===== src/rtl/keypad_scanner.sv =====
// 4x4 matrix keypad scanner with press/release debounce and digit/start/cancel decode.
// Build macro KEYPAD_CANCEL_KEY_EN enables the cancel key at row 3 / column 0.
module keypad_scanner #(
  parameter int DEBOUNCE_MS = 20,
  parameter int SCAN_DIV    = 1
) (
  input  logic       clk,
  input  logic       rst_n,
  input  logic [3:0] col,
  output logic [3:0] row,
  output logic       pressed,
  output logic [3:0] key_value,
  output logic       start,
  output logic       cancel,
  output logic [1:0] dbg_state
);

  typedef enum logic [1:0] {
    SCAN       = 2'd0,
    PRESS_DB   = 2'd1,
    HOLD       = 2'd2,
    RELEASE_DB = 2'd3
  } state_t;

  // Row dwell adds the two synchroniser stages so colS reflects the driven row.
  localparam logic [4:0] DWELL_LAST = 5'(SCAN_DIV + 1);
  localparam logic [9:0] DB_LAST    = 10'(DEBOUNCE_MS - 1);

  state_t     state, state_d;
  logic [1:0] row_idx, row_idx_d;
  logic [4:0] div_cnt, div_cnt_d;
  logic [9:0] db_cnt, db_cnt_d;
  logic [3:0] col_lat, col_lat_d;
  logic [3:0] col_s1, col_s;
  logic [3:0] row_d, key_value_d;
  logic       pressed_d, start_d, cancel_d;

  logic [3:0] col_hit;
  logic       one_hot;
  logic [1:0] c_idx;
  logic [3:0] digit;

  assign dbg_state = state;

  // Decode works on the latched code, which equals colS whenever it is used.
  always_comb begin
    col_hit = ~col_lat;
    one_hot = (col_hit != 4'd0) && ((col_hit & (col_hit - 4'd1)) == 4'd0);
    c_idx   = col_hit[2] ? 2'd2 : (col_hit[1] ? 2'd1 : 2'd0);
    digit   = {2'b00, row_idx} + {2'b00, row_idx} + {2'b00, row_idx}
              + {2'b00, c_idx} + 4'd1;
  end

  always_comb begin
    state_d     = state;
    row_idx_d   = row_idx;
    div_cnt_d   = div_cnt;
    db_cnt_d    = db_cnt;
    col_lat_d   = col_lat;
    pressed_d   = 1'b0;
    start_d     = 1'b0;
    cancel_d    = 1'b0;
    key_value_d = key_value;
    case (state)
      SCAN: begin
        if (div_cnt == DWELL_LAST) begin
          div_cnt_d = 5'd0;
          if (col_s != 4'hF) begin
            state_d   = PRESS_DB;
            col_lat_d = col_s;
            db_cnt_d  = 10'd0;
          end else begin
            row_idx_d = row_idx + 2'd1;
          end
        end else begin
          div_cnt_d = div_cnt + 5'd1;
        end
      end
      PRESS_DB: begin
        if (col_s != col_lat) begin
          state_d   = SCAN;
          row_idx_d = row_idx + 2'd1;
          div_cnt_d = 5'd0;
          db_cnt_d  = 10'd0;
        end else if (db_cnt == DB_LAST) begin
          state_d  = HOLD;
          db_cnt_d = 10'd0;
          // Ghost (several columns) and column 3 fall through with no pulse.
          if (one_hot && !col_hit[3]) begin
            if (row_idx != 2'd3) begin
              pressed_d   = 1'b1;
              key_value_d = digit;
            end else if (c_idx == 2'd1) begin
              pressed_d   = 1'b1;
              key_value_d = 4'd0;
            end else if (c_idx == 2'd2) begin
              start_d = 1'b1;
            end else begin
`ifdef KEYPAD_CANCEL_KEY_EN
              cancel_d = 1'b1;
`else
              cancel_d = 1'b0;
`endif
            end
          end
        end else begin
          db_cnt_d = db_cnt + 10'd1;
        end
      end
      HOLD: begin
        if (col_s == 4'hF) begin
          state_d  = RELEASE_DB;
          db_cnt_d = 10'd0;
        end
      end
      RELEASE_DB: begin
        if (col_s != 4'hF) begin
          state_d  = HOLD;
          db_cnt_d = 10'd0;
        end else if (db_cnt == DB_LAST) begin
          state_d   = SCAN;
          row_idx_d = 2'd0;
          div_cnt_d = 5'd0;
          db_cnt_d  = 10'd0;
        end else begin
          db_cnt_d = db_cnt + 10'd1;
        end
      end
      default: state_d = SCAN;
    endcase
    row_d = ~(4'b0001 << row_idx_d);
  end

  always_ff @(posedge clk or posedge rst_n) begin
    if (rst_n) begin
      state     <= SCAN;
      row_idx   <= 2'd0;
      div_cnt   <= 5'd0;
      db_cnt    <= 10'd0;
      col_lat   <= 4'hF;
      col_s1    <= 4'hF;
      col_s     <= 4'hF;
      row       <= 4'b1110;
      pressed   <= 1'b0;
      start     <= 1'b0;
      cancel    <= 1'b0;
      key_value <= 4'd0;
    end else begin
      state     <= state_d;
      row_idx   <= row_idx_d;
      div_cnt   <= div_cnt_d;
      db_cnt    <= db_cnt_d;
      col_lat   <= col_lat_d;
      col_s1    <= col;
      col_s     <= col_s1;
      row       <= row_d;
      pressed   <= pressed_d;
      start     <= start_d;
      cancel    <= cancel_d;
      key_value <= key_value_d;
    end
  end

endmodule


===== config.mk =====
export PLATFORM = sky130hd
export DESIGN_NAME = keypad_scanner
export DESIGN_NICKNAME = d
export VERILOG_FILES = /design/src/rtl/keypad_scanner.sv
export SDC_FILE = /design/constraint.sdc
export NUM_CORES = 1
export LEC_CHECK = 0
export ABC_AREA = 1
export CELL_PAD_IN_SITES_DETAIL_PLACEMENT = 1
export CELL_PAD_IN_SITES_GLOBAL_PLACEMENT = 2
export CORE_UTILIZATION = 34
export DETAILED_ROUTE_END_ITERATION = 6
export PLACE_DENSITY = 0.86
export SETUP_SLACK_MARGIN = 0.1
export SKIP_LAST_GASP = 1
export SYNTH_ARGS = -nofsm -noshare
export SYNTH_HDL_FRONTEND = slang
export SYNTH_SLANG_ARGS = --single-unit

===== constraint.sdc =====
create_clock -name clk -period 2.98 [get_ports clk]
set_input_delay 0.596 -clock clk [delete_from_list [all_inputs] [get_ports clk]]
set_output_delay 0.596 -clock clk [all_outputs]
set_load 0.005 [all_outputs]

==> key figures <==
Power and ir drop
  – PD cells: roughly 800 nW/µm²
  – Leakage power: between 1 and 1.5 nW
  – Internal: between 1 and 1.5 mW
  – Sequential share of power: about 37%
  – Switching share of power: between 40% and 50%
  – Worst VDD drop: 0.381 mV
  – Combinational Power Share: 40.9%
  – Switching power: about 0.88 mW
  – Clock power frac: between 20% and 30%

Setup path
  – Crit-path max cell delay: 0.56 ns
  – Crit path max-delay family: adder cells
  – Setup Crit Path Kind: reg2reg
  – Critical path peak fanout: 5
  – Critical Path RT: roughly 3.2 ns
  – Critical path capture point type: flip-flop
  – Startpoint types: flip-flop
  – Cell mode on critical path: fa_1
  – Crit-path slowest cell: dfstp_2
  – Worst path cell trace: inv_2 -> fa_1 -> ha_1 -> inv_1 -> fa_1 -> or2_2 -> o21ai_1
  – Crit path DAT: roughly 2.4 ns
  – WP buf/inv: 2

Clock tree
  – Clk sinks: 41
  – Post-cts resize count: 0
  – Setup bufs post-CTS: 0
  – Clk pin slew, worst setup/hold paths: 0.09 ns
  – Clock Root Buffer: clkbuf_8
  – CTS tree: yes
  – CTS Hold Bufs: 0
  – # H-tree levels: 2
  – Clock tree buffer depth: 2
  – Clock buffer count from CTS: 5
  – Clk_lat worst skew: 0.30 ns

Placed design
  – DP HPWL: ~4000 µm
  – Input/output buffers: 17
  – Placed cells: ~390
  – GPL Wtd Cong: around 0.8
  – Worst slack at placement: slightly below 0.8 ns
  – Area after DPL: 2610 µm²

Synth
  – Synth Flop Type: dfrtp_1
  – FFs w/ async S/R, synth: 100%
  – Post-synthesis cell type count: 32
  – Cell with the most instances after synthesis: nand2_1
  – Synth top area share: between 20% and 30%
  – Top post-synthesis cells by area: dfrtp_1 28%, dfstp_2 17%, nand2_1 14%
  – Post-synthesis instance area: about 2400 µm²
  – FF+latch count, synth: 41
  – Syn Inst Count: 296
  – Post-synthesis sequential area ratio: between 40 and 50%
  – Commonest cells post-synth: 85 x nand2_1, 36 x nand3_1, 35 x inv_1, 26 x dfrtp_1, 15 x dfstp_2
  – YS warnings: 0
  – Post-synth EDFFs: 0
  – Syn Area/Cell: ~8.0 µm²
  – Yosys top cell by area: dfrtp_1
  – Syn_nets: 310

Global route
  – GRT Total Usage: between 15 and 20%
  – Met2 Use GR: 27.5%
  – GR Util met1: a little under a quarter
  – First-pass GRT wire length: roughly 9700 µm
  – Vias in the first global route: between 2000 and 2500
  – Met3 Use GR: under 10%
  – Grt ovf: 0
  – Global route hottest layer: met2
  – Initial antenna violation count: 0
  – Largest net degree at the start of global routing: between 40 and 50

Floorplan
  – Core ar.: ~6500 µm²
  – Die area: about 7300 µm²
  – Starting Density: between 30% and 40%
  – IO Pins: 19
  – Die Height: approximately 85 µm
  – Die Span X: 85.3 µm
  – Cell Rows: 29

Final layout
  – FF+latch area: about 1000 µm²
  – Share of cells above drive strength 1: 20.1%
  – Fin nets: roughly 330
  – Synthesis-to-finish area growth: 16.2%
  – Ant. Diodes: 0
  – Final Cell Area: approximately 2700 µm²
  – # fillers: between 700 and 800
  – Multi-input gate area: 1100 µm²
  – Final Non-Filler Cells: about 400

Routing
  – 1st-pass router iterations: 4
  – DRT Wirelength: roughly 5400 µm
  – DRC violations left: 0
  – Routed WL per cell: roughly 14 µm
  – Vias per cell: just under 5
  – Post-route ant nets: 0
  – DR vias: just under 2000
  – Initial DRC count: 38

Timing
  – Final setup skew: slightly above 0.01 ns
  – Worst Max-Slew Pin Slew: 0.520 ns
  – TNS Setup: 0 ns
  – Fmax: about 0.46 GHz
  – Tcrit/Tclk final: about three quarters
  – RSZ-0062 raised after global routing: false
  – Relative slew slack: between 60 and 70%
  – Final setup vio count: 0
  – Final worst path period need: around 2.2 ns
  – Fin. Hold Viols: 0
  – Worst setup margin: approximately 0.80 ns
  – Fin. max-slew vios: 0

Status
  – Status: completed

Hold path
  – Hold Path Class: reg2reg

Flow run
  – Max_cap viols: 0
## cell type report
cell class	instances	area share (%)
multi-input combinational	203	40.3
sequential	41	38.1
timing repair buffer	19	6.76
inverter	48	6.62
clock buffer	7	4.34
tap	77	3.52
clock inverter	1	0.320
## power groups by stage
stage / Sequential, mW / Clock [mW] / Combinational [mW]
2_1_floorplan: 0.783 / 0 / 0.662
3_3_place_gp: 0.812 / 0 / 0.883
3_5_place_dp: 0.815 / 0 / 0.912
4_1_cts: 0.806 / 0.509 / 0.920
5_1_grt: 0.827 / 0.527 / 1.05
6_report: 0.807 / 0.486 / 0.895
## per-stage QoR
stage	hold WS, ns	total power, mW	utilization [%]
global route	0.363	2.40	41.9
CTS	0.360	2.23	41.9
detailed placement	0.347	1.73	40.0
global placement	0.345	1.69	40.0
finish	0.358	2.19	41.9
floorplan	0.345	1.44	-
## flip-flops by register name (all words and copies together) (netlist names)
signal,cells
col_s,4
db_cnt,10
div_cnt,5
col_s1,4
row_idx,2
pressed,1
row,4
start,1
key_value,4
dbg_state,2
col_lat,4
## cell families after synthesis
| group | Yosys count | share of synthesized area (%) |
|---|---|---|
| simple gates | 162 | 33.1 |
| buf+inv | 52 | 8.86 |
| flops | 41 | 44.3 |
| compound gates | 29 | 7.59 |
| fa+ha+maj | 8 | 4.88 |
| xor+xnor | 3 | 1.11 |
| other cells | 1 | 0.159 |
## metal layers
| metal | wire, µm | up-vias |
|---|---|---|
| li1 | - | 974 |
| met1 | 2640 | 927 |
| met2 | 2540 | 19 |
| met3 | 129 | 8 |
| met4 | 94 | 0 |
| met5 | 0 | - |
## path summary, 6_finish.rpt
path	startpoint	endpoint	slack, ns	cells after the start
min in group asynchronous	rst_n	div_cnt[2]	0.72	3
max in group asynchronous	rst_n	row[2]	1.89	3
hold reg to reg	col_s1[2]	col_s[2]	0.36	0
hold / removal	col_s1[2]	col_s[2]	0.36	0
setup / recovery	col_lat[2]	key_value[2]	0.80	7
setup reg to reg	col_lat[2]	key_value[2]	0.80	7
## worst register-to-register path: cells and delay by family (launching register included)
kind                       cells  cell delay (ns)
DFF                            1             0.56
and+or+nand+nor                1             0.27
adders and majority gates      3             1.03
buffers and inverters          2             0.12
AOI/OAI and AO/OA              1             0.12
## placed cells by master, fill, tap and decap left out, types with 10 or more instances in the layout
master,count
dfstp_2,15
clkdlybuf4s50_1,17
nand2_1,85
nand3_1,36
inv_2,12
nor2_1,12
inv_1,35
o21ai_0,10
dfrtp_1,26
(Power assumes the default switching activity.)
